## src/rtl/branch_resolve_unit.sv

```systemverilog
// Branch resolution queue: holds in-flight predictions from fetch, retires the oldest
// on EX resolution, flags mispredicts with redirect/history repair, and emits table training.
module branch_resolve_unit #(
  parameter int GHR_W = 8,
  parameter int PC_W  = 32,
  parameter int DEPTH = 4,
  parameter int CNT_W = 32
) (
  input  logic             clk,
  input  logic             rst_n,
  input  logic             pred_valid,
  input  logic             pred_taken,
  input  logic [PC_W-1:0]  pred_pc,
  input  logic [PC_W-1:0]  pred_target,
  input  logic [GHR_W-1:0] pred_ghr,
  input  logic             res_valid,
  input  logic             res_taken,
  input  logic [PC_W-1:0]  res_target,
  output logic             stall,
  output logic             mispredict,
  output logic [PC_W-1:0]  redirect_pc,
  output logic [GHR_W-1:0] restore_ghr,
  output logic             upd_valid,
  output logic [GHR_W-1:0] upd_index,
  output logic             upd_taken,
  output logic             underflow,
  output logic [CNT_W-1:0] br_count,
  output logic [CNT_W-1:0] mispred_count
);

  localparam int PTR_W = $clog2(DEPTH);
  localparam int OCC_W = $clog2(DEPTH + 1);

  typedef struct packed {
    logic             taken;
    logic [PC_W-1:0]  pc;
    logic [PC_W-1:0]  target;
    logic [GHR_W-1:0] ghr;
  } entry_t;

  entry_t           queue_mem [DEPTH];
  entry_t           head;
  entry_t           push_entry;
  logic [PTR_W-1:0] rd_ptr;
  logic [PTR_W-1:0] wr_ptr;
  logic [OCC_W-1:0] occupancy;
  logic             empty;
  logic             full;
  logic             resolve;
  logic             miss;
  logic             push;

  assign head       = queue_mem[rd_ptr];
  assign push_entry = '{taken: pred_taken, pc: pred_pc, target: pred_target, ghr: pred_ghr};
  assign empty      = (occupancy == '0);
  assign full       = (occupancy == OCC_W'(DEPTH));
  assign stall      = full;
  assign resolve    = res_valid & ~empty;
  assign miss       = resolve & ((res_taken != head.taken) |
                                 (res_taken & head.taken & (res_target != head.target)));
  // A push alongside a mispredict is a younger wrong-path branch and is discarded;
  // a push into a full queue only lands when the head retires cleanly that same edge.
  assign push       = pred_valid & ~miss & (~full | resolve);

  // NOTE: queue storage is deliberately not reset; validity is carried entirely by
  // the pointers and occupancy, so stale contents are never observed.
  always_ff @(posedge clk) begin
    if (push) begin
      queue_mem[wr_ptr] <= push_entry;
    end
  end

  // NOTE: all state uses non-blocking assignment so every register sees the pre-edge
  // head entry and occupancy, no matter the statement order below.
  always_ff @(posedge clk) begin
    if (!rst_n) begin
      rd_ptr        <= '0;
      wr_ptr        <= '0;
      occupancy     <= '0;
      mispredict    <= 1'b0;
      redirect_pc   <= '0;
      restore_ghr   <= '0;
      upd_valid     <= 1'b0;
      upd_index     <= '0;
      upd_taken     <= 1'b0;
      underflow     <= 1'b0;
      br_count      <= '0;
      mispred_count <= '0;
    end else begin
      mispredict <= miss;
      upd_valid  <= resolve;

      if (resolve) begin
        upd_index <= head.ghr;
        upd_taken <= res_taken;
        br_count  <= br_count + CNT_W'(1);
      end

      if (miss) begin
        redirect_pc   <= res_taken ? res_target : head.pc + PC_W'(4);
        restore_ghr   <= {head.ghr[GHR_W-2:0], res_taken};
        mispred_count <= mispred_count + CNT_W'(1);
        rd_ptr        <= '0;
        wr_ptr        <= '0;
        occupancy     <= '0;
      end else begin
        if (resolve) begin
          rd_ptr <= rd_ptr + PTR_W'(1);
        end
        if (push) begin
          wr_ptr <= wr_ptr + PTR_W'(1);
        end
        occupancy <= occupancy + OCC_W'(push) - OCC_W'(resolve);
      end

      if (res_valid & empty) begin
        underflow <= 1'b1;
      end
    end
  end

endmodule

```

## config.mk

```make
export PLATFORM = sky130hd
export DESIGN_NAME = branch_resolve_unit
export DESIGN_NICKNAME = d
export VERILOG_FILES = /design/src/rtl/branch_resolve_unit.sv
export SDC_FILE = /design/constraint.sdc
export NUM_CORES = 1
export LEC_CHECK = 0
export CORE_ASPECT_RATIO = 1.5
export CORE_MARGIN = 2
export CORE_UTILIZATION = 50
export CTS_BUF_LIST = sky130_fd_sc_hd__clkbuf_8
export DETAILED_ROUTE_END_ITERATION = 12
export PLACE_DENSITY = 0.78
export SYNTH_ARGS = -nofsm -noshare
export SYNTH_HDL_FRONTEND = slang
export SYNTH_SLANG_ARGS = --single-unit
```

## constraint.sdc

```tcl
create_clock -name clk -period 7.6 [get_ports clk]
set_input_delay 1.52 -clock clk [delete_from_list [all_inputs] [get_ports clk]]
set_output_delay 1.52 -clock clk [all_outputs]
set_load 0.02 [all_outputs]
```

==> summary by stage, run 1 <==
Status
The run finished with clean final reports.

Yosys
The synthesized area per cell is 14.6 µm². Summing the areas of all compound-gate instances in the mapped netlist gives 2.96% of the synthesized area. The mapped cell area is 17,000 µm². The count of yosys warnings during synthesis is 0. When the netlist entered floorplanning its net count stood at 1,285.

The most area-hungry cell type in the Yosys netlist is sky130_fd_sc_hd__edfxtp_1. The leading cell type by number of instances after synthesis is sky130_fd_sc_hd__edfxtp_1. In the synthesized netlist, mux cells make up 12.6% of the area. The synthesized netlist contains 49 unique library cells. Summing the areas of all xor and xnor instances in the mapped netlist gives 4.68% of the synthesized area. The fraction of the mapped netlist area in simple logic gates is 10.6%. The most used flip-flop cell after synthesis is sky130_fd_sc_hd__edfxtp_1. The adder-cell area share of the yosys netlist is 0.779%. By count the netlist is led by sky130_fd_sc_hd__edfxtp_1, sky130_fd_sc_hd__dfxtp_1, sky130_fd_sc_hd__nand2_1. The share of synthesized area in the top cell type comes to 51.5%. In the synthesized netlist, the number of instances is 1,165. The synthesized design contains 292 enable-type register cells.

By area, the combinational part of the netlist is dominated by multiplexers. The share of flip-flops with an asynchronous set or reset is 0%. The sequential share of the synthesized area is 66.2%. The number of flip-flops and latches in the synthesized netlist is 417.

Yosys attributes the largest share of cell area to sky130_fd_sc_hd__edfxtp_1, sky130_fd_sc_hd__dfxtp_1, sky130_fd_sc_hd__mux4_2.

STA
The max-slew violation total from the final report is 0. The actual slew at the worst max-slew pin is 1.15 ns. The count of endpoints failing hold in the final timing report is 0.

Setup violations remaining at the end of the flow were counted as 0. The worst slew margin relative to its limit is 23.1%. The portion of the clock cycle consumed by the worst path in the final layout is 63.1%. The final setup TNS is 0 ns. The minimum period implied by the final worst setup slack is 4.80 ns. For this run, the top clock speed supported by timing is 208 MHz. Setup repair after global routing left no endpoint under its margin. Across all setup checks in the final design, the least slack found is 2.80 ns. On the final layout, the worst clock skew is 0.0254 ns.

Clocking
TritonCTS built the clock tree. The H-tree was split into 2 levels. The clock transition at the registers of the reported paths is 0.06 ns. The tree is rooted in a sky130_fd_sc_hd__clkbuf_8. The number of instances resized during post-cts repair is 0. The later pin in the worst-skew pair is clocked with a latency of 0.62 ns. The maximum root-to-sink buffer count is 3. The buffers inserted during post-CTS setup optimization is 0.

For this design, the sink count on the clock tree is 417. In this run, post-CTS hold repair placed 0 buffers. Clock tree synthesis inserted a total of 60 buffers.

Placed design
The cell count after placement is 1,762. OpenSTA, run right after detailed placement, puts the worst setup slack at 2.24 ns. The congestion estimate from routability-driven global placement came to 0.797. The post-placement cell area is 19,600 µm². The number of buffers added on ports is 226.

The HPWL reported at the end of detailed placement is 26,400 µm.

Flow run
The max-cap violation count is 0.

Routing
The total DRC errors in the routed layout is 0. After detailed routing, the met3 layer carries 2330 µm of wire. After the first detailed-routing iteration, the DRC count stood at 694. The length of the first detailed-routing pass in iterations is 5. The routed design has 39,300 µm of wire. After detailed routing, the number of vias per cell comes to 5.63. Once detail routing completed, the nets flagged for antenna violations numbered 0.

Detailed routing inserted a total of 10,600 vias. In the final routed layout, each cell accounts on average for 21.0 µm. Wire segments on met2 add up to 20,600 µm in the final route.

Signal routing reaches up to met4. The routed metal-1 wire length is 15,200 µm.

Floorplan
In this run the core area contains 82 standard-cell rows. The boundary pin count is 227. The die span in y is 230 µm. The starting density of the core is 50.9%.

The total area inside the core boundary comes to 33,400 µm². The width of the chip is 155 µm. The die footprint is 35,600 µm².

Final layout
The number of nets in the finished design is 1,524. Relative to the synthesized area, the layout overhead comes to 22.2%. The total non-filler cell area in the finished layout is 20,800 µm².

Of the cells placed in the final design, the portion with a size suffix greater than 1 is 11.8%. Once layout is complete, the cells apart from fillers number 1,874.

Worst hold path
In this run the worst hold path is classified as flop to flop.

Worst setup path
The kind of start point of the critical path is a flop. Among all stages on the critical path, the largest delay is contributed by sky130_fd_sc_hd__and2_4. The required time of the critical path is 7.81 ns. For this run, the slowest stage of the critical path takes 0.95 ns. The arrival time of data at the critical path endpoint is 5.01 ns. The biggest fanout along the worst timing path is 73. The slack of the worst reg-to-reg path is 2.80 ns. The signal on the critical path passes through buf_12 -> mux4_2 -> xnor2_1 -> nand4_1 -> nor4_2 -> a31oi_4 -> nor2_1 -> and2_4. The worst setup path is captured at a flop. The worst setup path is of the flop to flop kind.

Power and ir drop
The design draws 6.06 mW. The cell area power density is 291 nW/µm². For this design the static power due to leakage is 6.94 nW. Across the VDD grid, the largest voltage drop is 0.000175 V.

Global route
The maximum number of pins on one net before global-route repair is 88. The number of global-route vias before repair came to 10,500. The initial antenna violation count is 1. The first global-routing pass estimated 59,700 µm of wire.

Global routing used 22.0% of the available tracks across all layers. The leftover overflow at the end of global routing is 0.
worst paths after layout:
kind                                                start                    endpoint  cells after the start
worst max-delay path                                 flop  queue_mem[2][24]$_DFFE_PP_                      8
worst min register to register  upd_index[1]$_SDFFE_PN0P_   upd_index[1]$_SDFFE_PN0P_                      2
worst min-delay path            upd_index[1]$_SDFFE_PN0P_   upd_index[1]$_SDFFE_PN0P_                      2
worst max register to register                       flop  queue_mem[2][24]$_DFFE_PP_                      8
flip-flops by register name (all words and copies together) (netlist names), 2 cells and up, named ones only:
register / flops
queue_mem: 292
br_count: 32
mispred_count: 32
redirect_pc: 32
restore_ghr: 8
upd_index: 8
occupancy: 3
rd_ptr: 2
wr_ptr: 2
kinds of logic (layout without fill, tap and decap cells):
kind of cell	Yosys count	after routing
simple gates	368	368
other cells	0	1
compound gates	79	79
fa+ha+maj	10	10
xor+xnor	91	91
flops	417	417
buf+inv	75	363
mux	125	125
layout by cell type, fill, tap and decap left out, drive strengths merged, types with 3 or more instances in the layout:
master and instances:
nor2 76, xnor2 61, xor2 30, o221ai 11, mux4 72, clkinv 27, buf 10, clkdlybuf4s50 224
edfxtp 292, inv 35, dfxtp 125, nor3 9, and2 12, a21oi 22, nand3b 3, nand3 35
nand2b 32, and4 7, clkbuf 61, mux2i 53, and3 17, nand2 116, a211oi 3, nor4 5
bufinv 6, or3 9, ha 9, o21ai 28, o2111ai 4, nand4 41
layer usage:
| layer | global-route usage, % | vias to the layer above |
|---|---|---|
| li1 | - | 4855 |
| met1 | 26.5 | 5248 |
| met2 | 39.3 | 392 |
| met3 | 4.11 | 63 |
| met4 | 8.07 | 0 |
| met5 | 0 | - |
where the power goes:
group          internal, mW  switching [mW]
logic                 0.648           0.764
registers              2.72           0.155
clock network         0.950           0.826
metrics by stage:
step / utilization (%) / hold WS (ns)
2_1_floorplan: - / 0.485
3_3_place_gp: 58.6 / 0.444
3_5_place_dp: 58.6 / 0.447
4_1_cts: 62.2 / 0.456
5_1_grt: 62.2 / 0.472
6_report: 62.2 / 0.457
worst max-delay path: cells and delay by family (launching register included):
family	cells	cell delay, ns
and+or+nand+nor	4	1.93
DFF	1	0.89
muxes	1	0.57
buffers and inverters	1	0.37
AOI/OAI and AO/OA	1	0.34
xor gates and xnor gates	1	0.20
final cells by class:
cell class                 count  area, µm²
sequential                   417      11300
clock buffer                  61        840
clock inverter                50        359
timing repair buffer         234       2320
tap                          420        526
antenna                        1       2.50
multi-input combinational    673       5410
fill                        2449      12600
inverter                      18       67.6
(Power assumes the default switching activity.)
==> run 2: changes to the inputs <==
==> constraint.sdc (replaced) <==
create_clock -name clk -period 4.51 [get_ports clk]
set_input_delay 0.902 -clock clk [delete_from_list [all_inputs] [get_ports clk]]
set_output_delay 0.902 -clock clk [all_outputs]
set_load 0.02 [all_outputs]
==> run 2 against run 1 <==
Effect of this change:
- combinational power rose by 81%
- die area unchanged
- clock skew rose by 0.0045 ns
- sequential cell count unchanged
- worst hold slack worse by 0.0050 ns
- sequential share of layout area fell by 0.81 points
- largest power group unchanged
==> summary by stage, run 2 (same netlist as run 1, synthesis figures left out) <==
Final layout
The most common cell after layout, fill and taps aside is sky130_fd_sc_hd__edfxtp_1 (unchanged). Most frequent cells in the layout: sky130_fd_sc_hd__edfxtp_1, sky130_fd_sc_hd__clkdlybuf4s50_1, sky130_fd_sc_hd__dfxtp_1 (unchanged). The number of nets in the finished design is 1,550 (was 1,524). The fraction of final layout cells with drive strength greater than 1 came to 13.8% (was 11.8%). The core utilization of the finished layout is 63.2% (was 62.2%).

The relative area change from synthesis to final layout was 24.1% (was 22.2%). The count of filler cells inserted in the layout is 2,469 (was 2,449). The flip-flop count of the largest register, all copies and words added is 292 (unchanged). The register bank with the most flops is queue_mem (unchanged). The final cell count without fillers came to 1,905 (was 1,874).

Clocking
The clock latency at the later pin of the worst-skew pair is 0.64 ns (was 0.62 ns). The clock tree root buffer cell is sky130_fd_sc_hd__clkbuf_8 (unchanged). The number of instances resized during post-cts repair is 0 (unchanged). The buffers inserted during post-CTS setup optimization is 0 (unchanged). The clock tree from TritonCTS is yes (unchanged).

The total clock sinks is 417 (unchanged). The maximum root-to-sink buffer count was 3 (unchanged). The number of buffers created by CTS is 61 (was 60). The number of buffers inserted by hold repair at cts is 0 (unchanged). The clock transition at the registers of the reported paths is 0.06 ns (about the same). The number of levels in the clock H-tree is 2 (unchanged).

Global route
The routing layer with the top usage in global route is met2 (unchanged). The global-route wire length before repair is 60,100 µm (was 59,700 µm). The maximum number of pins on one net before global-route repair was 72 (was 88). The met2 capacity usage during global routing is 38.7% (was 39.3%).

The initial antenna violation count is 5 (was 1). The global-route met1 utilization is 27.2% (was 26.5%). The leftover overflow at the end of global routing came to 0 (unchanged).

The number of global-route vias before repair is 10,600 (was 10,500). The overall global routing resource usage is 22.0% (about the same). The global routing usage on met3 was 3.90% (was 4.11%).

Placed design
The cell count after placement was 1,787 (was 1,762). The final weighted congestion in routability-driven placement is 0.804 (was 0.797). The number of buffers added on ports came to 226 (unchanged). The HPWL reported at the end of detailed placement is 27,600 µm (was 26,400 µm).

Flow run
The max-cap violation count is 0 (unchanged).

Floorplan
The die span in y is 230 µm (unchanged). The width of the chip came to 155 µm (unchanged). The count of standard-cell rows is 82 (unchanged). The boundary pin count was 227 (unchanged). The die footprint is 35,600 µm² (unchanged). The floorplan core area is 33,400 µm² (unchanged). The starting density of the core was 50.9% (unchanged).

Worst setup path
The number of buffer and inverter stages on the critical path was 0 (was 1). The count of cells along the worst register-to-register path came to 12 (was 8). The arrival time of data at the critical path endpoint is 4.61 ns (was 5.01 ns). The terminus of the critical flop-to-flop path is occupancy[2]$_SDFF_PP0_ (was queue_mem[2][24]$_DFFE_PP_).

The kind of capture point of the worst setup path is a flop (unchanged). The required time of the critical path is 5.03 ns (was 7.81 ns). The slack of the worst reg-to-reg path was 0.41 ns (was 2.80 ns). The biggest fanout along the worst timing path is 25 (was 73). Cell chain of the critical path: mux4_2 -> ha_1 -> or3_1 -> a2111oi_2 -> a31oi_4 -> o21ai_1 -> o21ai_1 -> ha_1 -> fa_1 -> xnor2_1 -> xnor2_1 -> nor2_1 (was buf_12 -> mux4_2 -> xnor2_1 -> nand4_1 -> nor4_2 -> a31oi_4 -> nor2_1 -> and2_4). The type of the worst setup path is flop to flop (unchanged). The maximum single-stage delay on the critical path is 0.68 ns (was 0.95 ns). The kind of start point of the critical path is a flop (unchanged). The family with the most delay on the worst path is compound AO/OA/AOI/OAI gates (was simple AND/OR/NAND/NOR gates).

The slowest library cell on the worst path is sky130_fd_sc_hd__dfxtp_4 (was sky130_fd_sc_hd__and2_4).

Power and ir drop
The leakage power total is 7.10 nW (was 6.94 nW). The cell area power density is 484 nW/µm² (was 291 nW/µm²). The total power after layout is 10.2 mW (was 6.06 mW).

The maximum ir drop on the vdd rail is 0.000289 V (was 0.000175 V).

STA
The max-slew violation total from the final report was 0 (unchanged). The count of endpoints failing hold in the final timing report was 0 (unchanged). Setup repair after global routing missed its margin: no (unchanged). The actual slew at the worst max-slew pin was 0.905 ns (was 1.15 ns). The fmax is 244 MHz (was 208 MHz).

The portion of the clock cycle consumed by the worst path in the final layout was 90.8% (was 63.1%). The number of failing setup endpoints in the final timing report is 0 (unchanged). The minimum period implied by the final worst setup slack is 4.10 ns (was 4.80 ns). The worst slew margin relative to its limit is 39.7% (was 23.1%). The final setup TNS is 0 ns (unchanged). The worst clock skew on the final layout came to 0.0299 ns (was 0.0254 ns).

Worst hold path
The endpoint with the worst hold slack is upd_index[6]$_SDFFE_PN0P_ (was upd_index[1]$_SDFFE_PN0P_). The class of the most critical hold timing path is flop to flop (unchanged). The count of cells along the worst hold path was 2 (unchanged). The startpoint of the tightest hold check path is upd_index[6]$_SDFFE_PN0P_ (was upd_index[1]$_SDFFE_PN0P_).

Routing
The post-detailed-route wirelength per cell was 20.8 µm (was 21.0 µm). The final wirelength is 39,600 µm (was 39,300 µm). The residual antenna-violating net count after detailed routing is 0 (unchanged). The detail-routed via count per cell is 5.60 (was 5.63). The length of the first detailed-routing pass in iterations came to 5 (unchanged). The number of design-rule violations left by the first detailed-router iteration is 800 (was 694). The via count of the routed design came to 10,700 (was 10,600). The total DRC errors in the routed layout is 0 (unchanged).

Status
Run status: finished clean (unchanged).
## run 2: cell count changes in the layout (fill, tap and decap cells not counted), moves of 2 or more
cell and change:
sky130_fd_sc_hd__clkbuf_8 +9, sky130_fd_sc_hd__buf_4 +15, sky130_fd_sc_hd__diode_2 +2, sky130_fd_sc_hd__clkinv_1 -3
sky130_fd_sc_hd__bufinv_16 -5, sky130_fd_sc_hd__buf_12 +10
## run 2: worst max path at each step
stage / start / endpoint / cells past startpoint
floorplan: flop / queue_mem[0][0]$_DFFE_PP_ / 12
detailed placement: flop / occupancy[2]$_SDFF_PP0_ / 12
global placement: flop / occupancy[2]$_SDFF_PP0_ / 13
CTS: flop / occupancy[2]$_SDFF_PP0_ / 12
global route: flop / occupancy[2]$_SDFF_PP0_ / 13
finish: flop / occupancy[2]$_SDFF_PP0_ / 12
## run 2: metal layers
layer  vias up  share of wire (%)
li1       4924                  -
met1      5307                 39
met2       370                 52
met3        65                5.8
met4         2                2.6
met5         -              0.028
## run 2: worst min-delay path, delay by kind of cell (launching register included)
family           cells  cell delay, ns
AO/OA/AOI/OAI        1            0.05
AND/OR/NAND/NOR      1            0.05
flip-flops           1            0.31
## run 2: where the power goes
part	leakage (nW)	internal [mW]	switching [mW]
registers	3.69	4.57	0.210
logic	2.74	1.19	1.36
clock network	0.681	1.48	1.41
total	7.10	7.24	2.98
## run 2: per-stage QoR
step	worst slack [ns]	hold slack [ns]	cell area [µm²]
finish	0.415	0.452	21100
global route	0.0678	0.469	21100
CTS	0.376	0.456	21100
detailed placement	0.388	0.447	19900
global placement	0.426	0.444	19900
floorplan	-0.173	0.485	17000
## run 2: area by class of cell
type                            count  area, µm²  share of cell area, %
Tap cell                          420        526                   2.49
Multi-Input combinational cell    673       5410                   25.6
Sequential cell                   417      11300                   53.4
Clock inverter                     45        231                   1.10
Clock buffer                       70        963                   4.56
Timing Repair Buffer              259       2640                   12.5
Antenna cell                        3       7.51                 0.0355
Inverter                           18       67.6                  0.320
